$ cat src/rtl/qspi_psram_ctrl_if.sv
// rtl/qspi_psram_ctrl_if.sv - memory-bus request/response bundle for qspi_psram_ctrl
//
// Signals (directions seen from the controller):
//   req_i   in   request valid, taken on a rising edge where req_i & rdy_o
//   rdy_o   out  controller idle and unlocked
//   we_i    in   1 = write, 0 = read
//   adr_i   in   24-bit PSRAM byte address
//   size_i  in   0 = 1 byte, 1 = 2 bytes, 2/3 = 4 bytes
//   wdat_i  in   write data, little-endian
//   rdat_o  out  read data, little-endian, unused upper bytes zero
//   ack_o   out  one-cycle completion pulse
interface qspi_psram_ctrl_if;
  logic        req_i;
  logic        rdy_o;
  logic        we_i;
  logic [23:0] adr_i;
  logic [1:0]  size_i;
  logic [31:0] wdat_i;
  logic [31:0] rdat_o;
  logic        ack_o;

  modport master (
    output req_i, we_i, adr_i, size_i, wdat_i,
    input  rdy_o, rdat_o, ack_o
  );

  modport slave (
    input  req_i, we_i, adr_i, size_i, wdat_i,
    output rdy_o, rdat_o, ack_o
  );
endinterface

$ cat src/rtl/qspi_psram_ctrl.sv
// rtl/qspi_psram_ctrl.sv - host-side QSPI PSRAM controller (quad enable, quad write, quad fast read)
//
// Ports:
//   clk_i        in   system clock
//   rst_in       in   asynchronous active-low reset
//   bus          slave modport of qspi_psram_ctrl_if (req/rdy/we/adr/size/wdat/rdat/ack)
//   init_done_o  out  quad-mode unlock sequence completed
//   sck_o        out  serial clock, clk_i/2 while active, low in IDLE
//   cs_on        out  active-low chip select
//   sd_o         out  io3..io0 output data
//   sd_oe_o      out  io3..io0 output enables
//   sd_i         in   io3..io0 input data
module qspi_psram_ctrl #(
  parameter int DUMMY_CYCLES = 6,
  parameter int CS_GAP       = 1
) (
  input  logic                    clk_i,
  input  logic                    rst_in,
  qspi_psram_ctrl_if.slave        bus,
  output logic                    init_done_o,
  output logic                    sck_o,
  output logic                    cs_on,
  output logic [3:0]              sd_o,
  output logic [3:0]              sd_oe_o,
  input  logic [3:0]              sd_i
);

  typedef enum logic [2:0] {
    UNLOCK,
    IDLE,
    CMD,
    ADR,
    DUMMY,
    WDATA,
    RDATA,
    GAP
  } state_t;

  localparam logic [7:0] UNLOCK_CMD = 8'h35;
  localparam logic [7:0] WRITE_CMD  = 8'h38;
  localparam logic [7:0] READ_CMD   = 8'hEB;
  localparam logic [7:0] DUMMY_LAST = 8'(DUMMY_CYCLES - 1);
  localparam logic [7:0] GAP_LAST   = 8'(CS_GAP);

  state_t      state_q, state_d;
  logic        phase_q, phase_d;   // 0: next edge is phase L, 1: next edge is phase H
  logic [7:0]  cnt_q, cnt_d;       // SPI cycle index within the current state
  logic        sck_q, sck_d;
  logic        cs_n_q, cs_n_d;
  logic [3:0]  sd_q, sd_d;
  logic [3:0]  sd_oe_q, sd_oe_d;
  logic        rdy_q, rdy_d;
  logic        ack_q, ack_d;
  logic        init_done_q, init_done_d;
  logic [31:0] rdat_q, rdat_d;
  logic [31:0] rbuf_q, rbuf_d;
  logic        we_q, we_d;
  logic [23:0] adr_q, adr_d;
  logic [1:0]  size_q, size_d;
  logic [31:0] wdat_q, wdat_d;
  logic        xact_q, xact_d;     // GAP follows a bus transaction (not the unlock)

  logic        accept;
  logic [2:0]  bit_idx;
  logic [2:0]  adr_nib;
  logic [2:0]  dat_nib;
  logic [7:0]  cmd_byte;
  logic [7:0]  data_last;

  always_comb begin
    state_d     = state_q;
    phase_d     = phase_q;
    cnt_d       = cnt_q;
    sck_d       = sck_q;
    cs_n_d      = cs_n_q;
    sd_d        = sd_q;
    sd_oe_d     = sd_oe_q;
    rdy_d       = rdy_q;
    ack_d       = 1'b0;
    init_done_d = init_done_q;
    rdat_d      = rdat_q;
    rbuf_d      = rbuf_q;
    we_d        = we_q;
    adr_d       = adr_q;
    size_d      = size_q;
    wdat_d      = wdat_q;
    xact_d      = xact_q;

    accept    = bus.req_i & rdy_q;
    bit_idx   = 3'd7 - cnt_q[2:0];
    adr_nib   = 3'd5 - cnt_q[2:0];
    // Byte k goes out high nibble first: cycle 2k -> nibble 2k+1, cycle 2k+1 -> nibble 2k.
    dat_nib   = {cnt_q[2:1], ~cnt_q[0]};
    cmd_byte  = we_q ? WRITE_CMD : READ_CMD;
    data_last = (size_q == 2'd0) ? 8'd1 : (size_q == 2'd1) ? 8'd3 : 8'd7;

    case (state_q)
      IDLE: begin
        sck_d = 1'b0;
        if (accept) begin
          rdy_d   = 1'b0;
          state_d = CMD;
          phase_d = 1'b0;
          cnt_d   = 8'd0;
          we_d    = bus.we_i;
          adr_d   = bus.adr_i;
          size_d  = bus.size_i;
          wdat_d  = bus.wdat_i;
          rbuf_d  = 32'd0;
          xact_d  = 1'b1;
        end
      end
      default: begin
        if (!phase_q) begin
          // Phase L: SCK falls, pins change.
          sck_d   = 1'b0;
          phase_d = 1'b1;
          case (state_q)
            UNLOCK: begin
              cs_n_d  = 1'b0;
              sd_oe_d = 4'b0001;
              sd_d    = {3'b000, UNLOCK_CMD[bit_idx]};
            end
            CMD: begin
              cs_n_d  = 1'b0;
              sd_oe_d = 4'b0001;
              sd_d    = {3'b000, cmd_byte[bit_idx]};
            end
            ADR: begin
              cs_n_d  = 1'b0;
              sd_oe_d = 4'b1111;
              sd_d    = adr_q[{adr_nib, 2'b00} +: 4];
            end
            WDATA: begin
              cs_n_d  = 1'b0;
              sd_oe_d = 4'b1111;
              sd_d    = wdat_q[{dat_nib, 2'b00} +: 4];
            end
            DUMMY, RDATA: begin
              cs_n_d  = 1'b0;
              sd_oe_d = 4'b0000;
              sd_d    = 4'b0000;
            end
            default: begin
              // GAP: the first L edge also closes the transaction.
              cs_n_d  = 1'b1;
              sd_oe_d = 4'b0000;
              sd_d    = 4'b0000;
              if (cnt_q == 8'd0 && xact_q) begin
                ack_d  = 1'b1;
                xact_d = 1'b0;
                if (!we_q) begin
                  rdat_d = rbuf_q;
                end
              end
            end
          endcase
        end else begin
          // Phase H: SCK rises, sd_i sampled on this edge.
          sck_d   = 1'b1;
          phase_d = 1'b0;
          cnt_d   = cnt_q + 8'd1;
          case (state_q)
            UNLOCK: begin
              if (cnt_q == 8'd7) begin
                state_d = GAP;
                cnt_d   = 8'd0;
              end
            end
            CMD: begin
              if (cnt_q == 8'd7) begin
                state_d = ADR;
                cnt_d   = 8'd0;
              end
            end
            ADR: begin
              if (cnt_q == 8'd5) begin
                cnt_d = 8'd0;
                if (we_q) begin
                  state_d = WDATA;
                end else if (DUMMY_CYCLES == 0) begin
                  state_d = RDATA;
                end else begin
                  state_d = DUMMY;
                end
              end
            end
            DUMMY: begin
              if (cnt_q == DUMMY_LAST) begin
                state_d = RDATA;
                cnt_d   = 8'd0;
              end
            end
            WDATA: begin
              if (cnt_q == data_last) begin
                state_d = GAP;
                cnt_d   = 8'd0;
              end
            end
            RDATA: begin
              rbuf_d[{dat_nib, 2'b00} +: 4] = sd_i;
              if (cnt_q == data_last) begin
                state_d = GAP;
                cnt_d   = 8'd0;
              end
            end
            default: begin
              // GAP: after CS_GAP full SCK periods with CS high, the slot that
              // would be the next H edge instead parks SCK low in IDLE.
              if (cnt_q == GAP_LAST) begin
                state_d     = IDLE;
                sck_d       = 1'b0;
                cnt_d       = 8'd0;
                rdy_d       = 1'b1;
                init_done_d = 1'b1;
              end
            end
          endcase
        end
      end
    endcase
  end

  always_ff @(posedge clk_i or negedge rst_in) begin
    if (!rst_in) begin
      state_q     <= UNLOCK;
      phase_q     <= 1'b0;
      cnt_q       <= 8'd0;
      sck_q       <= 1'b0;
      cs_n_q      <= 1'b1;
      sd_q        <= 4'b0000;
      sd_oe_q     <= 4'b0000;
      rdy_q       <= 1'b0;
      ack_q       <= 1'b0;
      init_done_q <= 1'b0;
      rdat_q      <= 32'd0;
      rbuf_q      <= 32'd0;
      we_q        <= 1'b0;
      adr_q       <= 24'd0;
      size_q      <= 2'd0;
      wdat_q      <= 32'd0;
      xact_q      <= 1'b0;
    end else begin
      state_q     <= state_d;
      phase_q     <= phase_d;
      cnt_q       <= cnt_d;
      sck_q       <= sck_d;
      cs_n_q      <= cs_n_d;
      sd_q        <= sd_d;
      sd_oe_q     <= sd_oe_d;
      rdy_q       <= rdy_d;
      ack_q       <= ack_d;
      init_done_q <= init_done_d;
      rdat_q      <= rdat_d;
      rbuf_q      <= rbuf_d;
      we_q        <= we_d;
      adr_q       <= adr_d;
      size_q      <= size_d;
      wdat_q      <= wdat_d;
      xact_q      <= xact_d;
    end
  end

  assign bus.rdy_o   = rdy_q;
  assign bus.ack_o   = ack_q;
  assign bus.rdat_o  = rdat_q;
  assign init_done_o = init_done_q;
  assign sck_o       = sck_q;
  assign cs_on       = cs_n_q;
  assign sd_o        = sd_q;
  assign sd_oe_o     = sd_oe_q;

endmodule

$ cat src/flat_wrapper.sv
// flat-port wrapper written by rule: the top's interface ports become plain ports
module qspi_psram_ctrl_flat 
#(
  parameter int DUMMY_CYCLES = 6,
  parameter int CS_GAP       = 1
)
  (clk_i, rst_in, init_done_o, sck_o, cs_on, sd_o, sd_oe_o, sd_i, bus_req_i, bus_we_i, bus_adr_i, bus_size_i, bus_wdat_i, bus_rdy_o, bus_rdat_o, bus_ack_o);
  qspi_psram_ctrl_if bus_i ();
  input  logic clk_i;
  input  logic rst_in;
  output logic init_done_o;
  output logic sck_o;
  output logic cs_on;
  output logic [3:0] sd_o;
  output logic [3:0] sd_oe_o;
  input  logic [3:0] sd_i;
  input wire logic [$bits(bus_i.req_i)-1:0] bus_req_i;
  input wire logic [$bits(bus_i.we_i)-1:0] bus_we_i;
  input wire logic [$bits(bus_i.adr_i)-1:0] bus_adr_i;
  input wire logic [$bits(bus_i.size_i)-1:0] bus_size_i;
  input wire logic [$bits(bus_i.wdat_i)-1:0] bus_wdat_i;
  output wire logic [$bits(bus_i.rdy_o)-1:0] bus_rdy_o;
  output wire logic [$bits(bus_i.rdat_o)-1:0] bus_rdat_o;
  output wire logic [$bits(bus_i.ack_o)-1:0] bus_ack_o;
  assign bus_i.req_i = bus_req_i;
  assign bus_i.we_i = bus_we_i;
  assign bus_i.adr_i = bus_adr_i;
  assign bus_i.size_i = bus_size_i;
  assign bus_i.wdat_i = bus_wdat_i;
  assign bus_rdy_o = bus_i.rdy_o;
  assign bus_rdat_o = bus_i.rdat_o;
  assign bus_ack_o = bus_i.ack_o;
  qspi_psram_ctrl #(.DUMMY_CYCLES(DUMMY_CYCLES), .CS_GAP(CS_GAP)) u_core (.clk_i(clk_i), .rst_in(rst_in), .bus(bus_i), .init_done_o(init_done_o), .sck_o(sck_o), .cs_on(cs_on), .sd_o(sd_o), .sd_oe_o(sd_oe_o), .sd_i(sd_i));
endmodule
$ cat config.mk
export PLATFORM = sky130hd
export DESIGN_NAME = qspi_psram_ctrl_flat
export DESIGN_NICKNAME = d
export VERILOG_FILES = /design/src/rtl/qspi_psram_ctrl_if.sv /design/src/rtl/qspi_psram_ctrl.sv /design/src/flat_wrapper.sv
export SDC_FILE = /design/constraint.sdc
export NUM_CORES = 1
export LEC_CHECK = 0
export ABC_AREA = 1
export CAP_MARGIN = 30
export CORE_ASPECT_RATIO = 0.75
export CORE_UTILIZATION = 44
export CTS_BUF_LIST = sky130_fd_sc_hd__clkbuf_4 sky130_fd_sc_hd__clkbuf_8 sky130_fd_sc_hd__clkbuf_16
export DETAILED_ROUTE_END_ITERATION = 10
export PLACE_DENSITY = 0.76
export SYNTH_ARGS = -nofsm -noshare
export SYNTH_HDL_FRONTEND = slang
export SYNTH_SLANG_ARGS = --single-unit
export TNS_END_PERCENT = 100
$ cat constraint.sdc
create_clock -name clk_i -period 6.1 [get_ports clk_i]
set_input_delay 0.61 -clock clk_i [delete_from_list [all_inputs] [get_ports clk_i]]
set_output_delay 0.61 -clock clk_i [all_outputs]
set_load 0.01 [all_outputs]
==> results of run 1 <==
-- cells by family (layout without fill, tap and decap cells) --
family | after synthesis | in the layout | share of synthesized area
compound gates | 105 | 105 | 0.0797
fa+ha+maj | 8 | 8 | 0.0144
flops | 147 | 147 | 0.530
xor+xnor | 5 | 5 | 0.00631
buf+inv | 112 | 217 | 0.0719
simple gates | 498 | 498 | 0.297
-- final cells by class --
type	count	area, sq um
sequential	147	3680
timing repair buffer	114	1130
clock buffer	17	425
tap	205	256
clock inverter	15	203
inverter	71	272
multi-input combinational	616	2760
fill	1387	6590
-- metrics by stage --
stage / worst slack [ns] / cells / util
2_1_floorplan: 4.01 / 875 / -
3_3_place_gp: 3.03 / 1153 / 0.529
3_5_place_dp: 2.91 / 1153 / 0.529
4_1_cts: 2.93 / 1185 / 0.570
5_1_grt: 2.62 / 1185 / 0.570
6_report: 2.90 / 1185 / 0.570
-- state kept, by name (all words and copies together), names as in the netlist --
signal and flops:
u_core.bus.rdat_o 32, u_core.size_q 2, u_core.bus.rdy_o 1, u_core.init_done_o 1, u_core.xact_q 1, u_core.sd_o 4
u_core.adr_q 24, u_core.bus.ack_o 1, u_core.cnt_q 8, u_core.phase_q 1, u_core.rbuf_q 32, u_core.cs_on 1
u_core.wdat_q 32, u_core.sd_oe_o 2, u_core.sck_o 1, u_core.state_q 3, u_core.we_q 1
-- metal layers --
metal	share of wire	routed length [microns]	vias to the layer above	global-route usage
li1	-	-	2975	-
met1	0.49	8410	2860	0.333
met2	0.43	7300	184	0.322
met3	0.061	1030	19	0.0494
met4	0.016	264	0	0.0749
met5	0	0	-	0
-- critical path: stages, from the launching register on --
cell and delay (ns):
dfrtp_1 0.92, inv_1 0.53, ha_1 0.41, ha_1 0.28, nor2_1 0.25, inv_1 0.16, nor2_1 0.20, o21ai_1 0.14
nand2_1 0.09, o21ai_0 0.07
-- cells in the final DEF, fill, tap and decap left out, types with 3 or more instances in the layout --
master,n
nand2_1,337
dfrtp_1,146
clkdlybuf4s50_1,109
nand3_1,82
inv_1,62
o21ai_0,57
nor2_1,49
o21ai_1,27
clkbuf_16,17
nor3_1,10
a21oi_1,8
ha_1,8
nand2_2,6
inv_2,5
o211ai_1,5
nand4_1,4
o31ai_1,4
xor2_1,4
bufinv_16,4
clkinvlp_4,4
buf_4,4
o22ai_1,3
clkinv_2,3
-- power by group through the flow --
stage	Combinational, mW	Sequential [mW]	Clock [mW]
after floorplan	1.12	1.47	0
after global placement	1.52	1.52	0
final	1.58	1.53	1.11
after CTS	1.57	1.52	1.13
after detailed placement	1.55	1.54	0
after global routing	1.80	1.56	1.17
-- worst min-delay path by stage --
stage,start,end,slack [ns],cells after the start
5_1_grt,rst_in,u_core.wdat_q[9]$_DFFE_PN0P_,0.25,1
3_5_place_dp,u_core.bus.rdat_o[28]$_DFFE_PN0P_,u_core.bus.rdat_o[28]$_DFFE_PN0P_,0.46,2
2_1_floorplan,rst_in,u_core.adr_q[0]$_DFFE_PN0P_,0.31,0
3_3_place_gp,u_core.bus.rdat_o[8]$_DFFE_PN0P_,u_core.bus.rdat_o[8]$_DFFE_PN0P_,0.45,2
6_report,rst_in,u_core.wdat_q[15]$_DFFE_PN0P_,0.20,1
4_1_cts,rst_in,u_core.wdat_q[15]$_DFFE_PN0P_,0.22,1
==> results_dict.tcl, run 1 <==
set metrics [dict create \
    startpoint "u_core.cnt_q[1]$_DFFE_PN0P_" \
    synthCells 875 \
    die_w_microns 147 \
    port-buffer-count 110 \
    power.internal_mw 2.56 \
    hold_viol_final 0 \
    overflow 0 \
    grt_max_degree 75 \
    synth_edf_count 0 \
    tightest_slew_ns 0.912 \
    p_sw_frac 0.394 \
    cts_hold_buf 0 \
    rows 39 \
    clock_sink_count 147 \
    clkTransAtPathRegs_ns 0.06 \
    dieArea_sq_um 16300 \
    core_area_sq_um 15300 \
    fin_crit_sh 0.525 \
    via_count 6038 \
    dpl_cell_area_sq_um 8100 \
    post-route-min-period_ns 3.20 \
    grt_pass1_wl_mm 28.9 \
    setup_tns_ns 0 \
    r2r_slack_ns 2.90 \
    synth_area_leader_cell "dfrtp_1" \
    vias_per_cell 5.10 \
    p_comb_frac 0.374 \
    drt-initial-drc-count 475 \
    wl_per_cell_microns 14.4 \
    postCtsSetupBuffers 0 \
    fmax_mhz 313 \
    syn-num-nets 949 \
    drc 0 \
    max-clock-path-buffers 2 \
    gp_congestion 0.901 \
    synth_area_leaders "dfrtp_1 (53%), nand2_1 (18%), nand3_1 (5.9%)" \
    maxCapViolations 0 \
    synth_common_cells "nand2_1 (337), dfrtp_1 (146), nand3_1 (82)" \
    synth_cell_type_count 32 \
    setup_viol 0 \
    worstSetupPathType "reg2reg" \
    cts-buffers-inserted 17 \
    clock-root-buffer "clkbuf_16" \
    fin_skew_ns 0.0124 \
    hold_class "in2async" \
    power_switching_mw 1.66 \
    layout.nets 1041 \
    seq_area_frac_synth 0.530 \
    synthToLayoutAreaGrowth_pct 25.8 \
    synth-warning-count 0 \
    r2r-start "u_core.cnt_q[1]$_DFFE_PN0P_" \
    relSlewSlack 0.392 \
    synth_ff_type "dfrtp_1" \
    yosysMostFrequentCell "nand2_1" \
    firstDrtPassIters 5 \
    ys_ff_latch 147 \
    cts.htree.levels 4 \
    power_density_nw_per_um2 483 \
    insertedDiodeCount 0 \
    cts.repair.resized 0 \
    p_total_mw 4.22 \
    cp.arrival_ns 3.50 \
    worst_ir_drop_vdd_mv 0.219 \
    startpoint_type "flip-flop" \
    initial_core_util 0.453 \
    antenna_left 0 \
    synth_area_per_cell_sq_um 7.93 \
    worst_r2r_path_depth 9 \
    crit_required_ns 6.40 \
    grt_pass1_vias 5714 \
    clock_latency_ns 0.43 \
    pin_count 111 \
    rsz0062_at_grt "false" \
    p_clk_frac 0.264 \
    hpwlAfterDp_mm 11.6 \
    path_max_fanout 24 \
    synth_top_cell_area_share 0.526 \
    layout-drive-gt1-share 0.0602 \
    whs_ns 0.202 \
    status "complete, no violations" \
    crit_path_end_kind "flip-flop" \
    design_area_sq_um 8730 \
    crit_end "u_core.rbuf_q[17]$_DFFE_PN0P_" \
    leakage_nw 4.26 \
    grt_antenna_before_repair 0 \
    die_h_microns 111 \
    drv_slew 0 \
    cts_tree "built" \
    synth_area_sq_um 6940 \
    wirelength_mm 17.0 \
    async_flop_share 1.00 \
    power_frac_seq 0.362 \
    grt_usage 0.224 \
    r2r_end "u_core.rbuf_q[17]$_DFFE_PN0P_" \
]
Note: power is estimated with default switching activity, not from simulation.
==> run 2, diff against run 1 <==
==> constraint.sdc (replaced) <==
create_clock -name clk_i -period 3.15 [get_ports clk_i]
set_input_delay 0.315 -clock clk_i [delete_from_list [all_inputs] [get_ports clk_i]]
set_output_delay 0.315 -clock clk_i [all_outputs]
set_load 0.01 [all_outputs]
==> results_dict.tcl, run 2 (same netlist as run 1, synthesis figures left out) <==
set metrics [dict create \
    core_area_sq_um 15300 \
    drv_slew 0 \
    power_density_nw_per_um2 921 \
    wl_per_cell_microns 14.2 \
    hold_viol_final 0 \
    cts-buffers-inserted 17 \
    die_h_microns 111 \
    initial_core_util 0.453 \
    worst_r2r_path_depth 9 \
    setup_tns_ns 0 \
    die_w_microns 147 \
    insertedDiodeCount 0 \
    fin_skew_ns 0.0159 \
    firstDrtPassIters 5 \
    pin_count 111 \
    path_max_fanout 34 \
    cts.htree.levels 4 \
    drt-initial-drc-count 499 \
    post-route-min-period_ns 2.37 \
    met1_usage 0.336 \
    p_total_mw 8.11 \
    busiest_layer "met1" \
    setup_viol 0 \
    clock_sink_count 147 \
    gp_congestion 0.882 \
    p_sw_frac 0.395 \
    hold_class "in2reg" \
    hpwlAfterDp_mm 12.1 \
    status "complete, no violations" \
    drc 0 \
    wirelength_mm 16.9 \
    grt_pass1_vias 5746 \
    dp_slack_ns 0.800 \
    clock_latency_ns 0.42 \
    power_frac_seq 0.363 \
    clock-root-buffer "clkbuf_16" \
    layout-drive-gt1-share 0.0677 \
    overflow 0 \
    design_area_sq_um 8810 \
    tightest_slew_ns 0.833 \
    maxCapViolations 0 \
    hold_end "u_core.size_q[1]$_DFFE_PN0P_" \
    fmax_mhz 422 \
    leakage_nw 4.31 \
    vias_per_cell 5.07 \
    layout.nets 1050 \
    p_clk_frac 0.252 \
    power.internal_mw 4.90 \
    r2r_slack_ns 0.78 \
    antenna_left 0 \
    worstSetupPathType "reg2reg" \
    min-delay-start "bus_size_i[1]" \
    r2r_end "u_core.bus.rdat_o[3]$_DFFE_PN0P_" \
    p_comb_frac 0.386 \
    synthToLayoutAreaGrowth_pct 26.9 \
    port-buffer-count 110 \
    grt_pass1_wl_mm 28.6 \
    final_common_cell "nand2_1" \
    fill_cells 1403 \
    cp.arrival_ns 2.67 \
    via_count 6048 \
    rsz0062_at_grt "false" \
    dpl_cell_area_sq_um 8200 \
    postCtsSetupBuffers 0 \
    hold_depth 3 \
    globalRouteMet3Util 0.0490 \
    cts_tree "built" \
    dieArea_sq_um 16300 \
    fin_crit_sh 0.753 \
    rows 39 \
    layout_common_cells "nand2_1 (337), dfrtp_1 (146), clkdlybuf4s50_1 (109), nand3_1 (82), inv_1 (62)" \
    worst_slack_ns 0.779 \
    clkTransAtPathRegs_ns 0.06 \
    grt_antenna_before_repair 0 \
    max-clock-path-buffers 2 \
    r2r-start "u_core.cnt_q[1]$_DFFE_PN0P_" \
    grt_max_degree 92 \
    use_met2 0.320 \
    worst_ir_drop_vdd_mv 0.451 \
    relSlewSlack 0.445 \
    grt_usage 0.223 \
    power_switching_mw 3.20 \
    crit_required_ns 3.45 \
    startpoint_type "flip-flop" \
    crit_path_end_kind "flip-flop" \
]
## run 2: cell count changes in the layout (fill, tap and decap cells not counted)
cell / previous run / this run
clkbuf_4: 0 / 3
inv_6: 2 / 3
dlygate4sd3_1: 0 / 1
clkinvlp_4: 4 / 1
buf_4: 4 / 9
clkbuf_8: 0 / 2
bufinv_16: 4 / 2
inv_8: 1 / 0
clkinv_2: 3 / 2
buf_12: 0 / 3
clkinv_4: 1 / 2
## run 2: layout make-up
type / count / area (sq um) / area share
sequential: 147 / 3680 / 0.418
multi-input combinational: 616 / 2760 / 0.314
timing repair buffer: 123 / 1240 / 0.141
clock buffer: 22 / 475 / 0.0540
inverter: 71 / 272 / 0.0308
tap: 205 / 256 / 0.0291
clock inverter: 10 / 121 / 0.0138
## run 2: power by group through the flow
| stage | logic, mW | registers [mW] | clock network [mW] |
|---|---|---|---|
| floorplan | 2.18 | 2.84 | 0 |
| global placement | 3.02 | 2.94 | 0 |
| detailed placement | 3.09 | 2.96 | 0 |
| CTS | 3.11 | 2.94 | 2.07 |
| global route | 3.52 | 3.01 | 2.17 |
| finish | 3.13 | 2.94 | 2.04 |
## run 2: per-stage QoR
stage | utilization | instances | hold slack, ns
final | 0.575 | 1194 | 0.428
after global routing | 0.575 | 1194 | 0.424
after global placement | 0.535 | 1161 | 0.433
after CTS | 0.575 | 1194 | 0.416
after detailed placement | 0.535 | 1161 | 0.438
after floorplan | - | 875 | 0.0194
## run 2: repair_timing
action	CTS	global route
hold buffers	1	0
endpoints found under the hold margin	17	0
endpoints found under the setup margin	0	0
gates resized for setup	0	0
## run 2: how the worst max path moves through the flow
stage	startpoint	end	cells after the start
2_1_floorplan	u_core.cnt_q[0]$_DFFE_PN0P_	u_core.rbuf_q[17]$_DFFE_PN0P_	11
3_3_place_gp	u_core.cnt_q[1]$_DFFE_PN0P_	u_core.bus.rdat_o[15]$_DFFE_PN0P_	9
3_5_place_dp	u_core.cnt_q[2]$_DFFE_PN0P_	u_core.rbuf_q[17]$_DFFE_PN0P_	8
4_1_cts	u_core.cnt_q[2]$_DFFE_PN0P_	u_core.rbuf_q[17]$_DFFE_PN0P_	8
5_1_grt	u_core.cnt_q[2]$_DFFE_PN0P_	u_core.rbuf_q[17]$_DFFE_PN0P_	8
6_report	u_core.cnt_q[1]$_DFFE_PN0P_	u_core.bus.rdat_o[3]$_DFFE_PN0P_	9
## run 2: layer usage
layer	wire, microns	part of all wire
met5	0	0
met4	194	0.011
met3	942	0.056
met1	8400	0.50
met2	7380	0.44
## run 2: worst max-delay path: stages, from the launching register on
cell	delay (ns)
dfrtp_1	0.38
inv_1	0.46
ha_1	0.33
nand3_1	0.09
nor2_1	0.09
nand2_1	0.11
inv_4	0.28
nand2_4	0.28
nand2_1	0.14
nand2_1	0.06
